**src/rtl/led_frame_writer.sv**
```systemverilog
// led_frame_writer: turns a 24-bit RGB pixel stream into per-plane writes
// of {r0,g0,b0,r1,g1,b1} words in the LED frame BRAM.
module led_frame_writer #(
   parameter int N_ROWS_MAX       = 64,
   parameter int N_COLS_MAX       = 256,
   parameter int BITDEPTH_MAX     = 8,
   parameter int CTRL_REG_WIDTH   = 32,
   parameter int MEM_W_ADDR_WIDTH = $clog2(N_ROWS_MAX*N_COLS_MAX)-1,
   parameter int MEM_W_DATA_WIDTH = 6
) (
   input  logic                              clk,
   input  logic                              ctrl_rst_n,
   input  logic                              ctrl_en,
   input  logic [CTRL_REG_WIDTH-1:0]         ctrl_n_rows,
   input  logic [CTRL_REG_WIDTH-1:0]         ctrl_n_cols,
   input  logic [CTRL_REG_WIDTH-1:0]         ctrl_bitdepth,
   input  logic [CTRL_REG_WIDTH-1:0]         ctrl_buffer,
   input  logic [23:0]                       s_pixel_data,
   input  logic                              s_pixel_sof,
   input  logic                              s_pixel_valid,
   output logic                              s_pixel_ready,
   output logic                              mem_clk,
   output logic                              mem_en,
   output logic [1:0]                        mem_we,
   output logic                              mem_buffer,
   output logic [MEM_W_ADDR_WIDTH-1:0]       mem_addr,
   output logic [$clog2(BITDEPTH_MAX)-1:0]   mem_bit,
   output logic [MEM_W_DATA_WIDTH-1:0]       mem_dout,
   output logic                              frame_done,
   output logic                              err_sof
);
   localparam int BW  = $clog2(BITDEPTH_MAX);
   localparam int BDW = BW + 1;
   localparam int CW  = CTRL_REG_WIDTH;
   typedef enum logic [1:0] {WAIT_SOF, IDLE, WRITE} state_t;
   state_t state;
   logic [CW-1:0] n_rows, n_cols, half, row, col, bd_c;
   logic [BDW-1:0] bitdepth;
   logic [BW-1:0] p;
   logic [23:0] pix;
   logic [7:0] r_c, g_c, b_c;
   logic [2:0] idx, rgb;
   logic drop, accept, cfg_ok, wr, top, last_plane, last_col, last_pix, abort;
   logic unused_ok;
   assign unused_ok = ^ctrl_buffer[CW-1:1];
   always_comb begin
      s_pixel_ready = ctrl_rst_n && ctrl_en && state != WRITE;
      accept = s_pixel_valid && s_pixel_ready;
      cfg_ok = ctrl_n_rows >= CW'(2) && ctrl_n_cols != '0;
      bd_c = ctrl_bitdepth == '0 ? CW'(1) : ctrl_bitdepth > CW'(BITDEPTH_MAX) ? CW'(BITDEPTH_MAX) : ctrl_bitdepth;
      wr = state == WRITE;
      top = row < half;
      last_plane = {1'b0, p} == bitdepth - BDW'(1);
      last_col = col == n_cols - CW'(1);
      last_pix = last_col && row == n_rows - CW'(1);
      abort = drop || !ctrl_en;
      // planes are MSB-aligned: plane 0 of a 2-plane frame is colour bit 6
      idx = 3'(CW'(8) - CW'(bitdepth) + CW'(p));
      {r_c, g_c, b_c} = pix;
      rgb = {r_c[idx], g_c[idx], b_c[idx]};
      mem_clk = clk;
      mem_we = wr ? (top ? 2'b10 : 2'b01) : 2'b00;
      mem_en = |mem_we;
      mem_addr = wr ? MEM_W_ADDR_WIDTH'((top ? row : row - half) * n_cols + col) : '0;
      mem_bit = wr ? p : '0;
      mem_dout = !wr ? '0 : top ? {rgb, 3'b000} : {3'b000, rgb};
   end
   always_ff @(posedge clk) begin
      if (!ctrl_rst_n) begin
         state <= WAIT_SOF;
         n_rows <= '0;
         n_cols <= '0;
         half <= '0;
         row <= '0;
         col <= '0;
         bitdepth <= '0;
         p <= '0;
         pix <= '0;
         drop <= 1'b0;
         mem_buffer <= 1'b0;
         frame_done <= 1'b0;
         err_sof <= 1'b0;
      end else begin
         frame_done <= 1'b0;
         err_sof <= accept && s_pixel_sof && state == IDLE;
         case (state)
            WAIT_SOF, IDLE: begin
               if (accept && s_pixel_sof && cfg_ok) begin
                  n_rows <= ctrl_n_rows;
                  n_cols <= ctrl_n_cols;
                  half <= ctrl_n_rows >> 1;
                  bitdepth <= BDW'(bd_c);
                  mem_buffer <= ctrl_buffer[0];
                  row <= '0;
                  col <= '0;
               end
               if (accept && (s_pixel_sof ? cfg_ok : state == IDLE)) begin
                  pix <= s_pixel_data;
                  p <= '0;
                  drop <= 1'b0;
                  state <= WRITE;
               end else if (!ctrl_en || (accept && s_pixel_sof)) begin
                  state <= WAIT_SOF;
               end
            end
            WRITE: begin
               drop <= abort;
               p <= last_plane ? '0 : p + 1'b1;
               if (last_plane) begin
                  col <= last_col ? '0 : col + 1'b1;
                  row <= last_col ? row + 1'b1 : row;
                  // an enable drop during the pixel aborts the frame without frame_done
                  frame_done <= last_pix && !abort;
                  state <= (last_pix || abort) ? WAIT_SOF : IDLE;
               end
            end
            default: state <= WAIT_SOF;
         endcase
      end
   end
endmodule

```
**config.mk**
```make
export PLATFORM = sky130hd
export DESIGN_NAME = led_frame_writer
export DESIGN_NICKNAME = d
export VERILOG_FILES = /design/src/rtl/led_frame_writer.sv
export SDC_FILE = /design/constraint.sdc
export NUM_CORES = 1
export LEC_CHECK = 0
export ABC_AREA = 0
export BUFFER_PORTS_ARGS = -buffer_cell sky130_fd_sc_hd__buf_2
export CAP_MARGIN = 5
export CORE_UTILIZATION = 40
export DETAILED_ROUTE_END_ITERATION = 6
export GPL_TIMING_DRIVEN = 1
export PLACE_DENSITY = 0.58
export SLEW_MARGIN = 15
export SYNTH_ARGS = -nofsm -noshare
export SYNTH_HDL_FRONTEND = slang
export SYNTH_SLANG_ARGS = --single-unit
```
**constraint.sdc**
```tcl
create_clock -name clk -period 10.1 [get_ports clk]
set_input_delay 1.515 -clock clk [delete_from_list [all_inputs] [get_ports clk]]
set_output_delay 1.515 -clock clk [all_outputs]
set_load 0.02 [all_outputs]
```
After elaboration in Yosys (flattened, before gate mapping)
Cells that the tools add are included.

storage, ports and cells
  register bits = 196
  bits of input ports = 157
  output and inout port bits = 30
  logic and storage cells = 100

operators by class
  add/subtract/negate cells = 10
  $mul = 1
  order comparisons = 4
  equality and inequality tests = 11
  mux-type cells = 33
  reduce and logical (&&, ||, !) cells = 28

operators by type and width
  kind                                                                    number
  32-bit 2-to-1 mux                                                       6
  32-bit one-hot mux with 2 select lines                                  2
  32-bit by 1-bit adder with 32-bit output, second input constant         2
  32-bit == test                                                          2
  32-bit by 1-bit subtractor with 32-bit output, second input constant    2
  32-bit by 2-bit >= comparator with 1-bit output, second input constant  1
  32-bit by 4-bit > comparator with 1-bit output, second input constant   1
  32-bit zero test                                                        1
  32-bit by 31-bit < comparator with 1-bit output                         1
  32-bit by 32-bit multiplier with 13-bit output                          1
  32-bit nonzero test                                                     1
  32-bit by 31-bit subtractor with 32-bit output                          1
  13-bit adder                                                            1
  13-bit 2-to-1 mux                                                       1
  6-bit 2-to-1 mux                                                        2
  1-bit logical AND                                                       10
  2-bit 2-to-1 mux                                                        5
  1-bit binary-select mux with 3-bit select                               3
  3-bit 2-to-1 mux                                                        3
  4-bit 2-to-1 mux                                                        2
  2-bit AND reduction                                                     4
  1-bit 2-to-1 mux                                                        6
  2-bit != test, second input constant                                    3
  3-bit one-hot mux with 2 select lines                                   1
  19 further kinds                                                        25

Depth between registers and ports, before layout
Gate-level depths: netlist (run 1).

  word-level depth = 8
  mapped depth = 36
  gate-level depth less buffers = 34

==> flow_summary.ini, run 1 <==
[cells_and_area]
multi_input_area_um2 = 9730
fillCellCount = 3357
final_nets = 2145
syn2layout_area_growth_pct = 16.2
sequential_cell_area_um2 = 3310
antenna_cells = 0
fin_util_pct = 47.4
drive_gt1_share_pct = 16.0

[drt]
ant_nets = 0
first_iter_violations = 637
wl_per_cell_um = 16.2
drc = 0
drt_pre_antenna_iters = 5
routed_wl_mm = 37.5
vias_per_cell = 5.27
via_count = 12200

[cts]
cts_tree = yes
path_clk_slew_ps = 70
cts_hold_repair.buffers = 0
clock_latency_ps = 570

[grt]
grt_pass1_wl_mm = 60.9
grt_max_degree = 105
grt-ovfl-total = 0
grt_pass1_vias = 11700
grt_use_total_pct = 21.8
grt_antenna_before_repair = 0

[die]
io_pins = 187
chipWidth_um = 187
core_um2 = 33700
die_y_um = 187
start_util_pct = 40.8
die-area_um2 = 35100
rows = 67

[setup_path]
end_kind = primary output
path_class = flop to primary output
critPathMaxFanout = 8
cp.required_ps = 8590
arrival_ps = 8330
cp_slowest_cell = fa_1
max_stage_delay_ps = 520
ff2ff_setup_slack_ps = 5180
crit_path_start_kind = flop
crit_top_cell = buf_4

[status]
outcome = finished, final reports clean

[timing]
holdWs_ps = 463
slew_viol_final = 0
hold_viol = 0
post-route-min-period_ps = 9850
min_period_over_period_pct = 97.5
setup_viol = 0
maxSlewHeadroom_pct = 20.6
worstMarginPinSlew_ps = 1190
max_clock_freq_ghz = 0.102
fin_skew_ps = 15.5

[synthesis]
synthCells = 1706
yosysWarnings = 0
synth_edf_count = 0
netlist_top_cells_count = dfxtp_1 (165), nor2_1 (164), nand2_1 (155)
synth_top_area_share_pct = 24.0
synth-main-ff-cell = dfxtp_1
yosysMostFrequentCell = dfxtp_1
synth_area_um2 = 13700
ys_seq_elements = 165
synth_area_leaders = dfxtp_1 (24%), fa_1 (8.5%), ha_1 (7.2%)
ys_async_sr_fraction_pct = 0
avgSynthCellArea_um2 = 8.05
synth_nets = 2000
yosysSeqAreaShare_pct = 24.0
synthDistinctLibCells = 77
synth_top_cell_by_area = dfxtp_1

[pwr]
power-per-cell-area_nw_per_um2 = 109
vdd_drop_max_mv = 0.129
p_leak_nw = 6.55

[job]
maxCapViolations = 0

[placement]
dp_hpwl_mm = 28.8
gp_congestion = 0.879
port_buffers = 155

[worst_hold_path]
hp-class = flop to flop
layer usage:
layer  wire length [µm]  GRT usage [%]  share of wire (%)  up-vias
met5                  0              0                  0        -
met4                635           6.65                1.7        0
met3               1380           3.19                3.7       34
met2              18100           37.7                 48      246
met1              17400           27.9                 46     5792
li1                   -              -                  -     6112
path summary, 6_finish.rpt:
| check | startpoint | end | cells past startpoint |
|---|---|---|---|
| worst max register to register | n_cols[1] | row[26] | 13 |
| worst min register to register | pix[20] | pix[20] | 2 |
| worst min-delay path | pix[20] | pix[20] | 2 |
| worst max-delay path | row[0] | mem_addr[10] | 36 |
worst max-delay path: cells and delay by family (launching register included):
| kind | cells | cell delay (ps) |
|---|---|---|
| compound gates | 6 | 1240 |
| xor+xnor | 1 | 120 |
| fa+ha+maj | 9 | 3850 |
| buf+inv | 16 | 1460 |
| flops | 1 | 360 |
| mux | 1 | 310 |
| simple gates | 3 | 450 |
through the flow:
stage	area (µm²)	total power [W]	setup slack [ps]	cells	TNS, ps
floorplan	13700	0.000911	7.97	1706	0
global placement	15000	0.00101	105	2259	0
detailed placement	15000	0.00101	76.9	2259	0
CTS	15800	0.00175	69.7	2303	0
global route	16000	0.00183	-47.7	2312	-60.5
finish	16000	0.00175	254	2312	0
cell usage in the layout (no fill, tap or decap), types with 10 or more instances in the layout:
cell	count
dfxtp_1	161
nor2_1	160
nand2_1	153
buf_2	152
inv_1	146
a21oi_1	86
xnor2_1	86
nor2b_1	80
ha_1	75
xor2_1	59
fa_1	56
and2_1	50
o21ai_0	45
mux2i_1	45
buf_4	44
nand3_1	42
nand4_1	40
nor4_1	35
a21boi_0	30
nor3_1	28
or3_1	25
clkbuf_16	20
nand2b_1	16
and3_1	13
a21o_1	11
and4_1	11
o21a_1	10
or4_1	10
area by class of cell:
class	count	share of cell area [%]
clock buffers	22	3.25
clock inverters	14	0.964
inverters	150	3.54
multi-input cells	1316	60.9
flip-flops and latches	165	20.7
well taps	448	3.51
repair buffers	197	7.05
registers in the layout, indices dropped and copies added, names as in the netlist:
signal / cells
n_cols: 32
bitdepth: 4
mem_buffer: 1
err_sof: 1
drop: 1
n_rows: 32
pix: 24
state: 2
col: 32
row: 32
frame_done: 1
p: 3
where the power goes:
part / leakage [nW] / internal, W / switching, W
logic: 4.89 / 0.000158 / 0.000189
clock network: 0.329 / 0.000391 / 0.000337
registers: 1.33 / 0.000658 / 0.0000119
cell families after synthesis:
family	after synthesis	share of synthesized area [%]
muxes	61	5.06
buffers and inverters	225	6.34
and+or+nand+nor	703	26.6
xor gates and xnor gates	150	9.97
adders and majority gates	137	15.6
DFF	165	24.0
AOI/OAI and AO/OA	265	12.3
repair_timing:
action                     in CTS  in global routing
gates resized for setup        12                 40
setup buffers                   9                  9
pin swaps                      10                 20
setup endpoints to repair       2                  4
Note: power is estimated with default switching activity, not from simulation.
==> run 2, diff against run 1 <==
Settings changed: ABC_AREA 0 to 1, BUFFER_PORTS_ARGS -buffer_cell sky130_fd_sc_hd__buf_2 to not set, DONT_BUFFER_PORTS set to 1, PLACE_DENSITY 0.58 to 0.53.
==> run 2 against run 1 <==
Sequential share of layout area fell by 0.49 points. Final area grew 2.2%. Largest cell class unchanged. Combinational power increased by 26%. Clock power is 6.9% lower. Via count is 17% higher. Critical path depth rose by 3. Sequential power rose by 1%. Register-to-register slack improved by 870 ps. Critical endpoint is now mem_addr[12]. Synthesized area up 11%. Synthesized cell count up 35%. Worst setup slack gained 360 ps.
==> flow_summary.ini, run 2 <==
[status]
outcome = finished, final reports clean

[die]
chipWidth_um = 198
rows = 71
io_pins = 187
die_y_um = 198
start_util_pct = 40.6
die-area_um2 = 39000
core_um2 = 37700

[placement]
dp.cells = 2757
dp_hpwl_mm = 36.6
gp_congestion = 0.896
port_buffers = 0

[timing]
max_clock_freq_ghz = 0.105
hold_viol = 0
rsz0062_at_grt = no
slew_viol_final = 0
min_period_over_period_pct = 93.9
setup_viol = 0
worstMarginPinSlew_ps = 1070
maxSlewHeadroom_pct = 28.7
post-route-min-period_ps = 9480
fin_skew_ps = 11.0
tns_ps = 0

[synthesis]
ys_seq_elements = 165
synth_xor_area_share_pct = 10.0
synth_area_leaders = dfxtp_1 (22%), nand2_1 (11%), inv_1 (8.2%)
synth_area_um2 = 15300
synth-main-ff-cell = dfxtp_1
synth_top_family_by_area = simple AND/OR/NAND/NOR gates
synth_top_area_share_pct = 21.6
synth_compound_area_share_pct = 10.5
avgSynthCellArea_um2 = 6.63
synth_nets = 2602
yosysSeqAreaShare_pct = 21.6
yosysWarnings = 0
yosys.area_share.simple_pct = 33.0
synth_top_cell_by_area = dfxtp_1
synth_fa_ha_area_share_pct = 14.0
synthCells = 2308
netlist_top_cells_count = nand2_1 (430), inv_1 (335), nor2_1 (311)
synth_mux_area_share_pct = 0
synth_edf_count = 0
ys_async_sr_fraction_pct = 0
synthDistinctLibCells = 61
yosysMostFrequentCell = nand2_1

[setup_path]
crit_family = adder cells
timing.rr.start = state[1]
max_stage_delay_ps = 570
arrival_ps = 7970
crit_top_cell = nand2_1
critPathMaxFanout = 12
cp-startpoint = row[0]
crit_path_start_kind = flop
end_kind = primary output
path_class = flop to primary output
cp_slowest_cell = fa_1
path_buf_inv = 6
cp.required_ps = 8590

[cts]
clock-sinks = 165
postCtsSetupBuffers = 0
clock-root-buffer = clkbuf_16
cts_made_buffers = 17
cts_buffer_depth = 2
clock_latency_ps = 450
cts_max_level = 4
path_clk_slew_ps = 70
cts_tree = yes

[cells_and_area]
fin_util_pct = 43.3
final_cell_mix = nand2_1 (428), inv_1 (333), nor2_1 (308)
final_nets = 2559
antenna_cells = 0
layout_commonest_cell = nand2_1
drive_gt1_share_pct = 6.28
fillCellCount = 4099
layout.cells.non_filler = 2789
syn2layout_area_growth_pct = 6.63

[worst_hold_path]
hp-class = flop to flop
hp-start = pix[3]

[grt]
grt_pass1_vias = 13700
grt_pass1_wl_mm = 72.7
grt_antenna_before_repair = 0
grt_max_degree = 83
grt_use_total_pct = 23.8
grt-ovfl-total = 0

[drt]
drt_pre_antenna_iters = 5
routed_wl_mm = 45.4
drc = 0
first_iter_violations = 797
vias_per_cell = 5.10
wl_per_cell_um = 16.3
ant_nets = 0
via_count = 14200

[pwr]
p_total_w = 0.00180
power-per-cell-area_nw_per_um2 = 110
p_leak_nw = 7.13
vdd_drop_max_mv = 0.118

[job]
maxCapViolations = 0
-- run 2: cell types whose count changed after synthesis, sizes merged, moves of 56 or more --
cell | before | now
nand2 | 155 | 455
nor3 | 29 | 85
a21oi | 89 | 160
nor2b | 80 | 0
xor2 | 59 | 126
nor2 | 164 | 329
nand3 | 43 | 128
o21ai | 50 | 107
inv | 149 | 340
-- run 2: through the flow --
step	instance area (µm²)	setup slack, ps	hold WS [ps]
finish	16300	618	447
global route	16300	6.93	475
CTS	16300	189	450
detailed placement	15700	694	440
global placement	15700	793	435
floorplan	15300	1720	425
-- run 2: cells by family after synthesis --
| logic type | Yosys count |
|---|---|
| AND/OR/NAND/NOR | 1120 |
| buffers and inverters | 420 |
| AO/OA/AOI/OAI | 294 |
| XOR/XNOR | 172 |
| flip-flops | 165 |
| adder cells (fa/ha/maj) | 137 |
-- run 2: path summary, 6_finish.rpt --
path	to	cells past startpoint	slack (ps)
max reg2reg	col[7]	16	6050
max	mem_addr[12]	39	620
min reg2reg	pix[3]	2	450
min	pix[3]	2	450
-- run 2: final cells by class --
type	instances	area, µm²	area share [%]
Multi-Input combinational cell	1723	10400	63.5
Tap cell	511	639	3.92
Clock buffer	18	439	2.69
Sequential cell	165	3300	20.2
Clock inverter	14	154	0.943
Inverter	341	1280	7.88
Timing Repair Buffer	17	128	0.782
-- run 2: power by group --
| group | switching (W) | internal (W) | leakage [nW] |
|---|---|---|---|
| sequential | 0.0000159 | 0.000663 | 1.34 |
| clock | 0.000319 | 0.000359 | 0.293 |
| combinational | 0.000294 | 0.000144 | 5.51 |
-- run 2: per-layer routing --
layer,vias up,part of all wire (%),track usage (%)
li1,7304,-,-
met4,0,1.8,6.60
met2,274,47,40.6
met3,46,4.5,3.59
met1,6607,47,31.1
met5,-,0,0
-- run 2: worst reg2reg max path, stage by stage (launching register included) --
cell and delay, ps:
dfxtp_1 320, inv_1 80, nor2_2 50, nor3_2 400
nand2_1 250, nor2_1 210, o21ai_1 120, nor2_2 90
buf_4 270, nand2_4 310, nand2_2 550, inv_1 520
nor2_1 260, nand4_1 120, nor2_1 140, xor2_1 180
nor2_1 50
-- run 2: repair_timing --
| action | in CTS | in global routing |
|---|---|---|
| hold buffers | 0 | 0 |
| setup endpoints to repair | 0 | 1 |
| resized for setup | 0 | 6 |
==> run 3, diff against run 2 <==
Settings changed: ABC_AREA 1 to not set, BUFFER_PORTS_ARGS set to -buffer_cell sky130_fd_sc_hd__buf_2, CORE_UTILIZATION 40 to 54, DONT_BUFFER_PORTS 1 to not set, PLACE_DENSITY 0.53 to 0.76.
==> run 3 against run 2 <==
The run now ends with design-rule violations left. Count of clock-buffer cells in the layout rose by 3. Highest routed layer unchanged. First-iteration DRC count shrank 5.6%. Largest power group is now clock. Utilization increased by 20 points.
==> flow_summary.ini, run 3 (synthesis gave the netlist of run 1 again) <==
[cells_and_area]
syn2layout_area_growth_pct = 15.0
drive_gt1_share_pct = 15.6
antenna_cells = 0
final_nets = 2135
final_cell_mix = dfxtp_1 (162), nor2_1 (161), nand2_1 (154), buf_2 (154), inv_1 (144)
layout_commonest_cell = dfxtp_1

[grt]
grt_max_degree = 105
grt_use_total_pct = 28.6
grt_pass1_wl_mm = 59.9
grt_antenna_before_repair = 0
grt-ovfl-total = 0
grt_pass1_vias = 12500

[drt]
first_iter_violations = 752
wl_per_cell_um = 16.5
ant_nets = 0
via_count = 12500
drt_pre_antenna_iters = 7
drc = 1
vias_per_cell = 5.72
routed_wl_mm = 36.1

[die]
core_um2 = 25000
die_y_um = 161
die-area_um2 = 26100
chipWidth_um = 161
io_pins = 187
rows = 58
start_util_pct = 54.9

[setup_path]
cp_slowest_cell = fa_1
timing.rr.start = n_cols[0]
cp.required_ps = 8590
crit_top_cell = fa_1
critPathMaxFanout = 10
max_stage_delay_ps = 560
arrival_ps = 8360
ff2ff_setup_slack_ps = 5040
cp-startpoint = row[0]
crit_path_start_kind = flop
end_kind = primary output
path_class = flop to primary output

[pwr]
p_leak_nw = 6.52
power-per-cell-area_nw_per_um2 = 112
vdd_drop_max_mv = 0.0894
power.internal_w = 0.00123
p_switching_w = 0.000545
p_clk_share_pct = 42.6
seq_power_share_pct = 37.7
swShare_pct = 30.7
p_total_w = 0.00178
combPwrFrac_pct = 19.7

[cts]
cts_hold_repair.buffers = 0
cts_tree = yes
clock_latency_ps = 550
path_clk_slew_ps = 80

[timing]
fin_skew_ps = 21.0
setup_viol = 0
tns_ps = 0
rsz0062_at_grt = yes
hold_viol = 0
max_clock_freq_ghz = 0.101
maxSlewHeadroom_pct = 22.2
slew_viol_final = 0
post-route-min-period_ps = 9880
worstMarginPinSlew_ps = 1160
min_period_over_period_pct = 97.8

[worst_hold_path]
hp-start = pix[4]
hp-class = flop to flop

[placement]
dp_hpwl_mm = 27.0
port_buffers = 155
gp_congestion = 0.949

[status]
outcome = complete, but fails checks
violations = design-rule violations

[job]
maxCapViolations = 0
-- run 3: timing repair --
action / 4_1_cts / 5_1_grt
setup buffers: 8 / 6
pin swaps: 8 / 23
gates cloned: 0 / 0
setup endpoints to repair: 2 / 4
gates resized for setup: 20 / 33
-- run 3: critical path, delay by kind of cell, from the launching register on --
kind / cells / cell delay [ps]
simple gates: 2 / 270
fa+ha+maj: 8 / 3350
compound gates: 5 / 1270
buf+inv: 6 / 580
flops: 1 / 350
xor+xnor: 7 / 1580
mux: 1 / 380
-- run 3: final timing paths --
kind / endpoint / cells past startpoint
min reg2reg: pix[4] / 2
max: mem_addr[12] / 29
min: pix[4] / 2
max reg2reg: col[26] / 13
-- run 3: metrics by stage --
stage	hold slack, ps	utilization (%)	instances	cell area (µm²)	setup WS, ps
2_1_floorplan	438	-	1706	13700	7.97
3_3_place_gp	451	59.0	2135	14800	208
3_5_place_dp	459	59.0	2135	14800	65.7
4_1_cts	468	62.4	2178	15600	5.46
5_1_grt	489	63.1	2184	15800	-85.2
6_report	464	63.1	2184	15800	224
-- run 3: routing by layer --
metal	up-vias	global-route usage, %	routed length, µm
met5	-	0	0
met4	0	13.7	1250
met3	68	4.01	1940
met2	410	49.3	17400
met1	5925	35.1	15500
li1	6083	-	-
-- run 3: power groups by stage --
stage	logic, W	registers, W	clock network, W
global route	0.000381	0.000672	0.000797
floorplan	0.000220	0.000679	0.0000116
global placement	0.000306	0.000685	0.00000925
detailed placement	0.000313	0.000685	0.00000925
CTS	0.000335	0.000670	0.000763
finish	0.000349	0.000670	0.000757
-- run 3: area by class of cell --
type	instances	area (µm²)
clock inverter	15	205
inverter	150	566
multi-input combinational	1316	9760
sequential	165	3310
clock buffer	21	505
fill	2154	9240
timing repair buffer	187	1040
tap	330	413
